--- config.mk ---
export PLATFORM = sky130hd
export DESIGN_NAME = fifo_frame_packer
export DESIGN_NICKNAME = d
export VERILOG_FILES = /design/src/rtl/fifo_frame_packer.sv
export SDC_FILE = /design/constraint.sdc
export NUM_CORES = 1
export LEC_CHECK = 0
export BUFFER_PORTS_ARGS = -buffer_cell sky130_fd_sc_hd__buf_2
export CAP_MARGIN = 20
export CORE_ASPECT_RATIO = 0.75
export CORE_UTILIZATION = 62
export DETAILED_ROUTE_END_ITERATION = 10
export PLACE_DENSITY = 0.86
export SLEW_MARGIN = 20
export SYNTH_ARGS = -nofsm -noshare
export SYNTH_HDL_FRONTEND = slang
export SYNTH_SLANG_ARGS = --single-unit
--- constraint.sdc ---
create_clock -name clk_sys -period 4.7 [get_ports clk_sys]
set_input_delay 0.235 -clock clk_sys [delete_from_list [all_inputs] [get_ports clk_sys]]
set_output_delay 0.235 -clock clk_sys [all_outputs]
set_load 0.005 [all_outputs]
--- src/rtl/fifo_frame_packer.sv ---
// fifo_frame_packer: drains a standard-mode byte FIFO and wraps the bytes in
// a frame (SYNC0, SYNC1, length, payload, 8-bit additive checksum) on a
// valid/ready byte stream. A frame starts when a full payload is buffered or
// when a partial payload has waited TIMEOUT cycles.
module fifo_frame_packer #(
   parameter int         DEPTH     = 10,
   parameter int         FRAME_LEN = 32,
   parameter int         TIMEOUT   = 1000,
   parameter logic [7:0] SYNC0     = 8'hEB,
   parameter logic [7:0] SYNC1     = 8'h90
) (
   input  logic             clk_sys,
   input  logic             rst,
   output logic             fifo_rd_en,
   input  logic [7:0]       fifo_rd_data,
   input  logic             fifo_valid,
   input  logic             fifo_empty,
   input  logic [DEPTH-1:0] fifo_rd_cnt,
   output logic [7:0]       tx_data,
   output logic             tx_valid,
   input  logic             tx_ready,
   output logic             busy,
   output logic             frame_done,
   output logic [15:0]      frame_cnt
);

   localparam int               TW          = $clog2(TIMEOUT + 1);
   localparam logic [TW-1:0]    TIMEOUT_V   = TW'(TIMEOUT);
   localparam logic [DEPTH-1:0] FRAME_LEN_V = DEPTH'(FRAME_LEN);
   localparam logic [7:0]       FRAME_LEN_B = 8'(FRAME_LEN);

   typedef enum logic [2:0] {
      ST_IDLE,
      ST_SYNC0,
      ST_SYNC1,
      ST_LEN,
      ST_RD_REQ,
      ST_RD_WAIT,
      ST_PAY,
      ST_CSUM
   } state_t;

   state_t        state;
   state_t        state_nxt;
   logic [TW-1:0] timer;
   logic [7:0]    len_q;
   logic [7:0]    remain_q;
   logic [7:0]    csum_q;
   logic [7:0]    pay_q;
   logic          start_full;
   logic          start_tmo;
   logic          xfer;

   // A byte moves on any edge where the stream is offered and accepted.
   assign xfer = tx_valid & tx_ready;
   assign busy = (state != ST_IDLE);

   // State register.
   always_ff @(posedge clk_sys or posedge rst) begin
      // NOTE: sequential state uses non-blocking assignment so every register
      // samples the pre-edge values, independent of block ordering.
      if (rst) state <= ST_IDLE;
      else     state <= state_nxt;
   end

   // Next-state decode and stream outputs; tx_valid/tx_data depend only on
   // state and registers, never on tx_ready.
   always_comb begin
      // NOTE: every output gets a default first so no path infers a latch.
      state_nxt  = state;
      tx_valid   = 1'b0;
      tx_data    = 8'h00;
      start_full = 1'b0;
      start_tmo  = 1'b0;
      unique case (state)
         ST_IDLE: begin
            if (fifo_rd_cnt >= FRAME_LEN_V) begin
               start_full = 1'b1;
               state_nxt  = ST_SYNC0;
            end else if (timer == TIMEOUT_V && fifo_rd_cnt != '0) begin
               start_tmo = 1'b1;
               state_nxt = ST_SYNC0;
            end
         end
         ST_SYNC0: begin
            tx_valid = 1'b1;
            tx_data  = SYNC0;
            if (tx_ready) state_nxt = ST_SYNC1;
         end
         ST_SYNC1: begin
            tx_valid = 1'b1;
            tx_data  = SYNC1;
            if (tx_ready) state_nxt = ST_LEN;
         end
         ST_LEN: begin
            tx_valid = 1'b1;
            tx_data  = len_q;
            if (tx_ready) state_nxt = ST_RD_REQ;
         end
         ST_RD_REQ: state_nxt = ST_RD_WAIT;
         ST_RD_WAIT: begin
            if (fifo_valid) state_nxt = ST_PAY;
         end
         ST_PAY: begin
            tx_valid = 1'b1;
            tx_data  = pay_q;
            if (tx_ready) state_nxt = (remain_q == 8'd1) ? ST_CSUM : ST_RD_REQ;
         end
         ST_CSUM: begin
            tx_valid = 1'b1;
            tx_data  = csum_q;
            if (tx_ready) state_nxt = ST_IDLE;
         end
         default: state_nxt = ST_IDLE;
      endcase
   end

   // Read strobe is registered and high exactly for the RD_REQ cycle.
   always_ff @(posedge clk_sys or posedge rst) begin
      if (rst) fifo_rd_en <= 1'b0;
      else     fifo_rd_en <= (state_nxt == ST_RD_REQ);
   end

   // Idle timer: counts non-empty idle cycles, saturates, clears otherwise.
   always_ff @(posedge clk_sys or posedge rst) begin
      if (rst)                                          timer <= '0;
      else if (state != ST_IDLE || state_nxt != ST_IDLE) timer <= '0;
      else if (fifo_empty)                              timer <= '0;
      else if (timer != TIMEOUT_V)                      timer <= timer + TW'(1);
   end

   // Frame datapath: length snapshot, byte countdown, payload byte, checksum.
   always_ff @(posedge clk_sys or posedge rst) begin
      if (rst) begin
         len_q    <= 8'h00;
         remain_q <= 8'h00;
         csum_q   <= 8'h00;
         pay_q    <= 8'h00;
      end else begin
         if (start_full)     len_q <= FRAME_LEN_B;
         else if (start_tmo) len_q <= fifo_rd_cnt[7:0];
         if (state == ST_LEN && xfer) begin
            csum_q   <= len_q;
            remain_q <= len_q;
         end
         if (state == ST_RD_WAIT && fifo_valid) pay_q <= fifo_rd_data;
         if (state == ST_PAY && xfer) begin
            csum_q   <= csum_q + pay_q;
            remain_q <= remain_q - 8'd1;
         end
      end
   end

   // Completion pulse and wrapping frame counter.
   always_ff @(posedge clk_sys or posedge rst) begin
      if (rst) begin
         frame_done <= 1'b0;
         frame_cnt  <= 16'h0000;
      end else begin
         frame_done <= (state == ST_CSUM) && xfer;
         if (state == ST_CSUM && xfer) frame_cnt <= frame_cnt + 16'd1;
      end
   end

endmodule

==> results of run 1 <==
worst max-delay path by stage:
stage | from | to | slack, ns | cells after the start
after floorplan | timer[0]$_DFFE_PP0P_ | len_q[0]$_DFFE_PP0P_ | 2.78 | 7
after global placement | state[0]$_DFF_PP0_ | csum_q[5]$_DFFE_PP0P_ | 2.35 | 5
after detailed placement | state[0]$_DFF_PP0_ | csum_q[5]$_DFFE_PP0P_ | 2.24 | 5
after CTS | state[0]$_DFF_PP0_ | csum_q[5]$_DFFE_PP0P_ | 2.12 | 5
after global routing | state[0]$_DFF_PP0_ | csum_q[5]$_DFFE_PP0P_ | 1.92 | 5
final | state[0]$_DFF_PP0_ | csum_q[5]$_DFFE_PP0P_ | 2.05 | 5
power breakdown:
part | total (mW) | switching (mW) | internal [mW]
Combinational | 0.847 | 0.440 | 0.407
Clock | 0.471 | 0.226 | 0.245
Sequential | 0.857 | 0.199 | 0.658
Total | 2.17 | 0.865 | 1.31
layout make-up:
type	instances	area (um^2)
well taps	75	93.8
clock inverters	7	72.6
flip-flops and latches	63	1580
multi-input cells	270	1850
repair buffers	51	258
clock buffers	9	124
fillers	421	1400
inverters	12	45.0
kinds of logic (layout without fill, tap and decap cells):
logic type	count (synthesis)	in the layout	share of synthesized area, %
mux	25	25	7.49
xor+xnor	29	29	7.21
flops	63	63	44.7
compound gates	71	71	13.5
fa+ha+maj	13	13	4.83
simple gates	132	132	19.4
buf+inv	25	79	2.91
worst min-delay path: cells and delay by family:
kind / cells / cell delay, ns
buffers and inverters: 3 / 0.72
metal layers:
metal  track usage (%)  up-vias
met5                 0        -
met4              7.54        0
met3              7.95       11
met2              43.8      108
met1              38.7     1330
li1                  -     1382
sequential cells by signal (all words and copies together), names as in the netlist:
name,count
remain_q,8
csum_q,8
frame_done,1
timer,10
len_q,8
fifo_rd_en,1
pay_q,8
state,3
frame_cnt,16
cells in the final DEF, fill, tap and decap left out, types with 4 or more instances in the layout:
cell type and count:
a211oi_1 5, a21o_1 4, a21oi_1 17, a221o_1 4, and3_1 5, buf_2 50
clkbuf_8 9, dfrtp_1 63, ha_1 12, inv_1 11, mux2_2 11, mux2i_1 14
nand2_1 20, nand3_1 14, nand4_1 8, nor2_1 42, nor2b_1 8, nor3_1 10
o21ai_0 20, o22ai_1 5, xnor2_1 21, xor2_1 8
==> flow_summary.ini, run 1 <==
[synthesis]
syn_area_um2 = 3520
ys.warnings.count = 0
synth_cells = 358
synth_top_area_share_pct = 44.7
synthFlopType = dfrtp_1
synth_nets = 394
async_flop_share_pct = 100
yosys.area.top_type = dfrtp_1
synth_area_per_cell_um2 = 9.85
yosysMostFrequentCell = dfrtp_1
ys_seq_area_share_pct = 44.7
yosysUniqueCellTypes = 56
synth_edf_count = 0
ys_ff_latch = 63
synth_area_leaders = dfrtp_1 45%, xnor2_1 5.2%, nor2_1 4.5%
yosys-top-cells-count = 63 x dfrtp_1, 42 x nor2_1, 21 x xnor2_1

[cells_and_area]
stdcell_area_um2 = 4020
antenna_cells = 0
fin_util_pct = 74.2
area_growth_pct = 13.9
fin_cells = 487
drive_above_1_share_pct = 21.6
final_net_count = 443

[placed_design]
portBuffers = 50
placed_cells = 471
placed_area_um2 = 3820
dpl_worst_slack_ns = 2.24
gp_congestion = 0.846
hpwl_mm = 5.29

[worst_setup_path]
cp-end-kind = register
crit_family = simple AND/OR/NAND/NOR gates
r2r_start = state[0]$_DFF_PP0_
r2r-end = csum_q[5]$_DFFE_PP0P_
worst-setup-path-type = register to register
worst_setup_path_start_kind = register
cp_num_buf_inv = 0
crit_chain = nand3_1 > nor2_1 > mux2_2 > nand2_1 > o21ai_0
crit_fanout = 27
ff2ff_path_depth = 5
rrSetupSlack_ns = 2.05
required_ns = 4.91
slowest_stage = dfrtp_1
cp_slowest_stage_delay_ns = 0.94
worstPathArrival_ns = 2.86

[sta]
hold_slack_ns = 0.0973
post-route-period-util_pct = 56.5
finalSetupViolCount = 0
rsz0062_at_grt = no
fin_setup_tns_ns = 0
relSlewSlack_pct = 39.2
maxSlewViolCount = 0
worstMarginPinSlew_ns = 0.912
min_period_ns = 2.65
fin_skew_ns = 0.0106
setup_ws_ns = 2.05
hold_viol_final = 0
fmax_mhz = 377

[global_routing]
grt_pass1_vias = 2590
track_usage_pct = 28.0
antenna_found_initial = 0
overflow = 0
grt_first_pass_wirelength_mm = 12.4
grt_max_degree = 64

[floorplan]
rows = 23
die_area_um2 = 5990
io_pins = 51
start_util_pct = 65.1
core_um2 = 5410
die_w_um = 89.1
dieHeight_um = 67.3

[drt]
drt-met1-wl_mm = 3.56
drt_wl_total_mm = 7.62
ant_nets = 0
wl_met3_um = 518
wl_per_cell_um = 15.7
vias = 2831
drc = 0
drt-vias-per-instance = 5.81
topRoutingLayerUsed = met4
drt-pass1-iter-count = 5
dr_wl_met2_mm = 3.48
drt_iter0_drc = 224

[flow_run]
cap_violations = 0

[clocking]
postCtsHoldBufs = 0
cts_buffer_depth = 2
numCtsBuffers = 9
clock-sinks = 63
clkTransAtPathRegs_ns = 0.08
cts_root_buf = clkbuf_8
clk_latency_ns = 0.35
cts_tree = done
h-tree-depth = 3
cts_resized = 0
cts_setup_buffers = 0

[pwr]
ir_drop_v = 0.000310
power.leakage_nw = 1.87
powerDensity_nw_per_um2 = 542
finalPower_mw = 2.17

[min_path]
hold_class = input port to async pin

[run_status]
outcome = completed
Power figures use the tool's default switching activity.
==> inputs of run 2 (changes only) <==
--- a/config.mk
+++ b/config.mk
@@ -8,9 +8,9 @@
 export BUFFER_PORTS_ARGS = -buffer_cell sky130_fd_sc_hd__buf_2
 export CAP_MARGIN = 20
 export CORE_ASPECT_RATIO = 0.75
-export CORE_UTILIZATION = 62
+export CORE_UTILIZATION = 57
 export DETAILED_ROUTE_END_ITERATION = 10
-export PLACE_DENSITY = 0.86
+export PLACE_DENSITY = 0.8
 export SLEW_MARGIN = 20
 export SYNTH_ARGS = -nofsm -noshare
 export SYNTH_HDL_FRONTEND = slang
==> constraint.sdc (replaced) <==
create_clock -name clk_sys -period 2.5 [get_ports clk_sys]
set_input_delay 0.125 -clock clk_sys [delete_from_list [all_inputs] [get_ports clk_sys]]
set_output_delay 0.125 -clock clk_sys [all_outputs]
set_load 0.005 [all_outputs]
==> run 2 against run 1 <==
Compared with the run above: non-clock buffer count increased by 6; wire length increased by 1.5%; clock skew decreased by 0.0042 ns; combinational power increased by 100%; clock power increased by 90%; critical path type unchanged; first-iteration DRC count decreased by 9.4%; power increased by 90%; setup slack got worse by 1.8 ns; fmax increased by 20%; critical path depth increased by 2; clock-buffer cell count increased by 3.
==> flow_summary.ini, run 2 (same netlist as run 1, synthesis figures left out) <==
[run_status]
outcome = completed

[cells_and_area]
largest_register_ffs = 16
largest-register = frame_cnt
multi_input_area_um2 = 1850
layout_common_cells = 63 x dfrtp_1, 50 x buf_2, 42 x nor2_1
register_area_um2 = 1580
fin_cells = 495
antenna_cells = 0
area_growth_pct = 15.8
final_net_count = 449
reg_top3 = frame_cnt x16, timer x10
drive_above_1_share_pct = 22.1
fill_cells = 491
fin_util_pct = 69.3
final_common_cell = dfrtp_1
stdcell_area_um2 = 4080

[sta]
hold_slack_ns = 0.0144
min_period_ns = 2.21
hold_viol_final = 0
relSlewSlack_pct = 55.2
worstMarginPinSlew_ns = 0.667
maxSlewViolCount = 0
finalSetupViolCount = 0
fin_skew_ns = 0.00642
rsz0062_at_grt = no
setup_ws_ns = 0.291
fin_setup_tns_ns = 0
fmax_mhz = 453
post-route-period-util_pct = 88.4

[floorplan]
start_util_pct = 59.9
die_w_um = 92.8
dieHeight_um = 70.1
core_um2 = 5890
die_area_um2 = 6510
rows = 24
io_pins = 51

[clocking]
cts_tree = done
clk_latency_ns = 0.34
clock-sinks = 63
cts_buffer_depth = 2
cts_root_buf = clkbuf_8
cts_resized = 0
clkTransAtPathRegs_ns = 0.07
numCtsBuffers = 9
h-tree-depth = 3

[pwr]
power.leakage_nw = 1.91
ir_drop_v = 0.000637
finalPower_mw = 4.13
powerDensity_nw_per_um2 = 1010

[placed_design]
gp_congestion = 0.933
hpwl_mm = 5.57
placed_area_um2 = 3870
dpl_worst_slack_ns = 0.282
placed_cells = 479
portBuffers = 50

[global_routing]
overflow = 0
grt_max_degree = 38
track_usage_pct = 26.7
antenna_found_initial = 0
grt_pass1_vias = 2889
grt_first_pass_wirelength_mm = 13.5

[flow_run]
cap_violations = 0

[drt]
drt-vias-per-instance = 5.88
drt-pass1-iter-count = 4
ant_nets = 0
drt_wl_total_mm = 7.74
vias = 2911
drc = 0
drt_iter0_drc = 203
wl_per_cell_um = 15.6

[worst_setup_path]
worst-setup-path-type = register to register
worst_setup_path_start_kind = register
required_ns = 2.72
cp-end-kind = register
worstPathArrival_ns = 2.43
crit_fanout = 9

[min_path]
hold_class = input port to register
## run 2: cell types whose count changed in the layout (fill, tap and decap cells not counted), sizes merged
cell,change
clkinv,-2
inv,-1
dlygate4sd3,+1
clkbuf,+3
buf,+5
clkinvlp,-1
## run 2: metal layers
layer,share of wire (%),vias to the layer above,GRT usage [%]
met5,0,-,0
met4,2.1,0,11.8
met3,6.2,23,8.06
met2,45,103,41.0
met1,46,1400,35.0
li1,-,1385,-
## run 2: worst max-delay path, stage by stage (launching register included)
cell,delay [ns]
dfrtp_1,0.43
inv_1,0.08
ha_1,0.13
nor4bb_1,0.34
nand3_2,0.26
a211oi_2,0.54
mux2i_1,0.24
nor2_1,0.05
## run 2: repair_timing
action,CTS,global route
buffers inserted,0,0
hold endpoints to repair,26,0
hold buffers,1,0
## run 2: report_power, final
| part | internal [mW] | total (mW) | switching, mW |
|---|---|---|---|
| Clock | 0.508 | 0.893 | 0.385 |
| Combinational | 0.809 | 1.72 | 0.910 |
| Sequential | 1.24 | 1.52 | 0.281 |
| Total | 2.56 | 4.13 | 1.58 |
## run 2: layout make-up
cell class | count | area share [%]
Clock buffer | 12 | 3.80
Clock inverter | 3 | 1.04
Inverter | 12 | 1.10
Multi-Input combinational cell | 270 | 45.2
Sequential cell | 63 | 38.6
Tap cell | 78 | 2.39
Timing Repair Buffer | 57 | 7.79
## run 2: worst paths after layout
kind | depth (start not counted) | slack, ns | from | to
worst max-delay path | 7 | 0.29 | timer[0]$_DFFE_PP0P_ | len_q[2]$_DFFE_PP0P_
max in group asynchronous | 4 | 1.50 | rst | timer[3]$_DFFE_PP0P_
worst min-delay path | 2 | 0.01 | fifo_rd_data[0] | pay_q[0]$_DFFE_PP0P_
worst max register to register | 7 | 0.29 | timer[0]$_DFFE_PP0P_ | len_q[2]$_DFFE_PP0P_
min in group asynchronous | 3 | 0.40 | rst | csum_q[6]$_DFFE_PP0P_
worst min register to register | 1 | 0.48 | frame_cnt[15]$_DFFE_PP0P_ | frame_cnt[15]$_DFFE_PP0P_
==> inputs of run 3 (changes only) <==
--- a/config.mk
+++ b/config.mk
@@ -8,9 +8,10 @@
 export BUFFER_PORTS_ARGS = -buffer_cell sky130_fd_sc_hd__buf_2
 export CAP_MARGIN = 20
 export CORE_ASPECT_RATIO = 0.75
-export CORE_UTILIZATION = 57
+export CORE_UTILIZATION = 52
 export DETAILED_ROUTE_END_ITERATION = 10
-export PLACE_DENSITY = 0.8
+export PLACE_DENSITY = 0.76
+export SKIP_LAST_GASP = 1
 export SLEW_MARGIN = 20
 export SYNTH_ARGS = -nofsm -noshare
 export SYNTH_HDL_FRONTEND = slang
==> constraint.sdc (replaced) <==
create_clock -name clk_sys -period 1.96 [get_ports clk_sys]
set_input_delay 0.098 -clock clk_sys [delete_from_list [all_inputs] [get_ports clk_sys]]
set_output_delay 0.098 -clock clk_sys [all_outputs]
set_load 0.005 [all_outputs]
==> run 3 against run 2 <==
Compared with the run above: clock skew is 0.0023 ns higher; via count grew 2.1%; largest power group unchanged; critical endpoint is now fifo_rd_en$_DFF_PP0_; cell area is 6.1% higher; wire length increased by 4.0%; critical path type is now input port to register; die area up 9.4%; register-to-register slack lost 0.21 ns.
==> flow_summary.ini, run 3 (same netlist as run 1, synthesis figures left out) <==
[run_status]
outcome = completed

[min_path]
hold_class = input port to register
hold_start = fifo_rd_cnt[2]
hold_end = len_q[2]$_DFFE_PP0P_
whs_path_depth = 3

[clocking]
clkTransAtPathRegs_ns = 0.07
cts_buffer_depth = 2
cts_root_buf = clkbuf_8
cts_tree = done
h-tree-depth = 3
numCtsBuffers = 9
clk_latency_ns = 0.34
clock-sinks = 63

[floorplan]
core_um2 = 6410
start_util_pct = 55.0
die_w_um = 97.1
io_pins = 51
die_area_um2 = 7110
dieHeight_um = 73.3
rows = 25

[cells_and_area]
fin_util_pct = 67.5
drive_above_1_share_pct = 25.6
antenna_cells = 0
largest-register = frame_cnt
final_net_count = 473
largest_register_ffs = 16
final_common_cell = dfrtp_1
area_growth_pct = 22.9
layout_common_cells = 63 x dfrtp_1, 50 x buf_2, 40 x nor2_1
stdcell_area_um2 = 4330
reg_top3 = frame_cnt x16, timer x10

[placed_design]
hpwl_mm = 5.75
placed_area_um2 = 3990
gp_congestion = 0.888
portBuffers = 50

[global_routing]
grt_max_degree = 64
grt_first_pass_wirelength_mm = 13.1
antenna_found_initial = 0
track_usage_pct = 24.1
overflow = 0
grt_pass1_vias = 2762

[drt]
vias = 2973
drt-pass1-iter-count = 5
drt_iter0_drc = 202
drt-vias-per-instance = 5.68
drt_wl_total_mm = 8.05
wl_per_cell_um = 15.4
drc = 0
ant_nets = 0

[pwr]
finalPower_mw = 5.44
ir_drop_v = 0.000686
powerDensity_nw_per_um2 = 1260
power.leakage_nw = 2.02

[worst_setup_path]
required_ns = 2.22
worst_setup_path_start_kind = input port
crit_fanout = 3
worstPathArrival_ns = 2.14
r2r_start = state[2]$_DFF_PP0_
ff2ff_path_depth = 5
critPathLaunch = fifo_rd_cnt[4]
rrSetupSlack_ns = 0.08
worst-setup-path-type = input port to register
cp-end-kind = register
r2r-end = fifo_rd_en$_DFF_PP0_

[sta]
rsz0062_at_grt = yes
maxSlewViolCount = 0
finalSetupViolCount = 0
hold_viol_final = 0
worstMarginPinSlew_ns = 0.374
fin_skew_ns = 0.00875
relSlewSlack_pct = 74.8
min_period_ns = 1.88
fmax_mhz = 532
post-route-period-util_pct = 95.9

[flow_run]
cap_violations = 0
run 3: cell count changes in the layout (fill, tap and decap cells not counted), sizes merged:
| cell | before | now |
|---|---|---|
| clkinvlp | 1 | 3 |
| buf | 56 | 71 |
| clkbuf | 12 | 11 |
| dlygate4sd3 | 1 | 10 |
run 3: per-layer routing:
| metal | wire (um) | part of all wire, % | vias up | GRT usage, % |
|---|---|---|---|---|
| li1 | - | - | 1435 | - |
| met1 | 3630 | 45 | 1429 | 31.0 |
| met2 | 3790 | 47 | 98 | 39.0 |
| met3 | 508 | 6.3 | 11 | 6.85 |
| met4 | 117 | 1.5 | 0 | 10.1 |
| met5 | 0 | 0 | - | 0 |
run 3: area by class of cell:
type                    count  area (um^2)
clock buffers              11          141
clock inverters             5         57.6
fillers                   489         2080
inverters                  12         45.0
multi-input cells         270         1880
flip-flops and latches     63         1580
well taps                  81          101
repair buffers             81          533
run 3: metrics by stage:
step / setup slack (ns) / hold WS (ns) / std cells / TNS [ns]
after floorplan: 0.0411 / 0.233 / 358 / 0
after global placement: 0.0920 / 0.193 / 496 / 0
after detailed placement: 0.0348 / 0.199 / 496 / 0
after CTS: 0.0204 / 0.0208 / 522 / 0
after global routing: -0.0114 / 0.0263 / 523 / -0.0118
final: 0.0800 / 0.0331 / 523 / 0
run 3: power by group:
part	internal (mW)	switching, mW
clock network	0.620	0.516
registers	1.58	0.299
logic	1.16	1.27
run 3: worst max-delay path by stage:
| stage | slack, ns | to | cells after the start |
|---|---|---|---|
| 5_1_grt | -0.01 | len_q[2]$_DFFE_PP0P_ | 8 |
| 4_1_cts | 0.02 | len_q[2]$_DFFE_PP0P_ | 8 |
| 3_3_place_gp | 0.09 | len_q[2]$_DFFE_PP0P_ | 8 |
| 6_report | 0.08 | fifo_rd_en$_DFF_PP0_ | 7 |
| 2_1_floorplan | 0.04 | len_q[0]$_DFFE_PP0P_ | 7 |
| 3_5_place_dp | 0.03 | len_q[2]$_DFFE_PP0P_ | 8 |
run 3: repair_timing:
item / in CTS / in global routing
resized for setup: 0 / 7
hold endpoints to repair: 72 / 0
setup endpoints to repair: 0 / 18
hold buffers: 10 / 0
setup buffers: 0 / 1
run 3: worst max-delay path: stages:
cell,delay [ns]
dlygate4sd3_1,0.53
buf_2,0.13
or4_1,0.41
nor2_2,0.15
o31ai_2,0.10
or4_4,0.56
nor3b_2,0.16
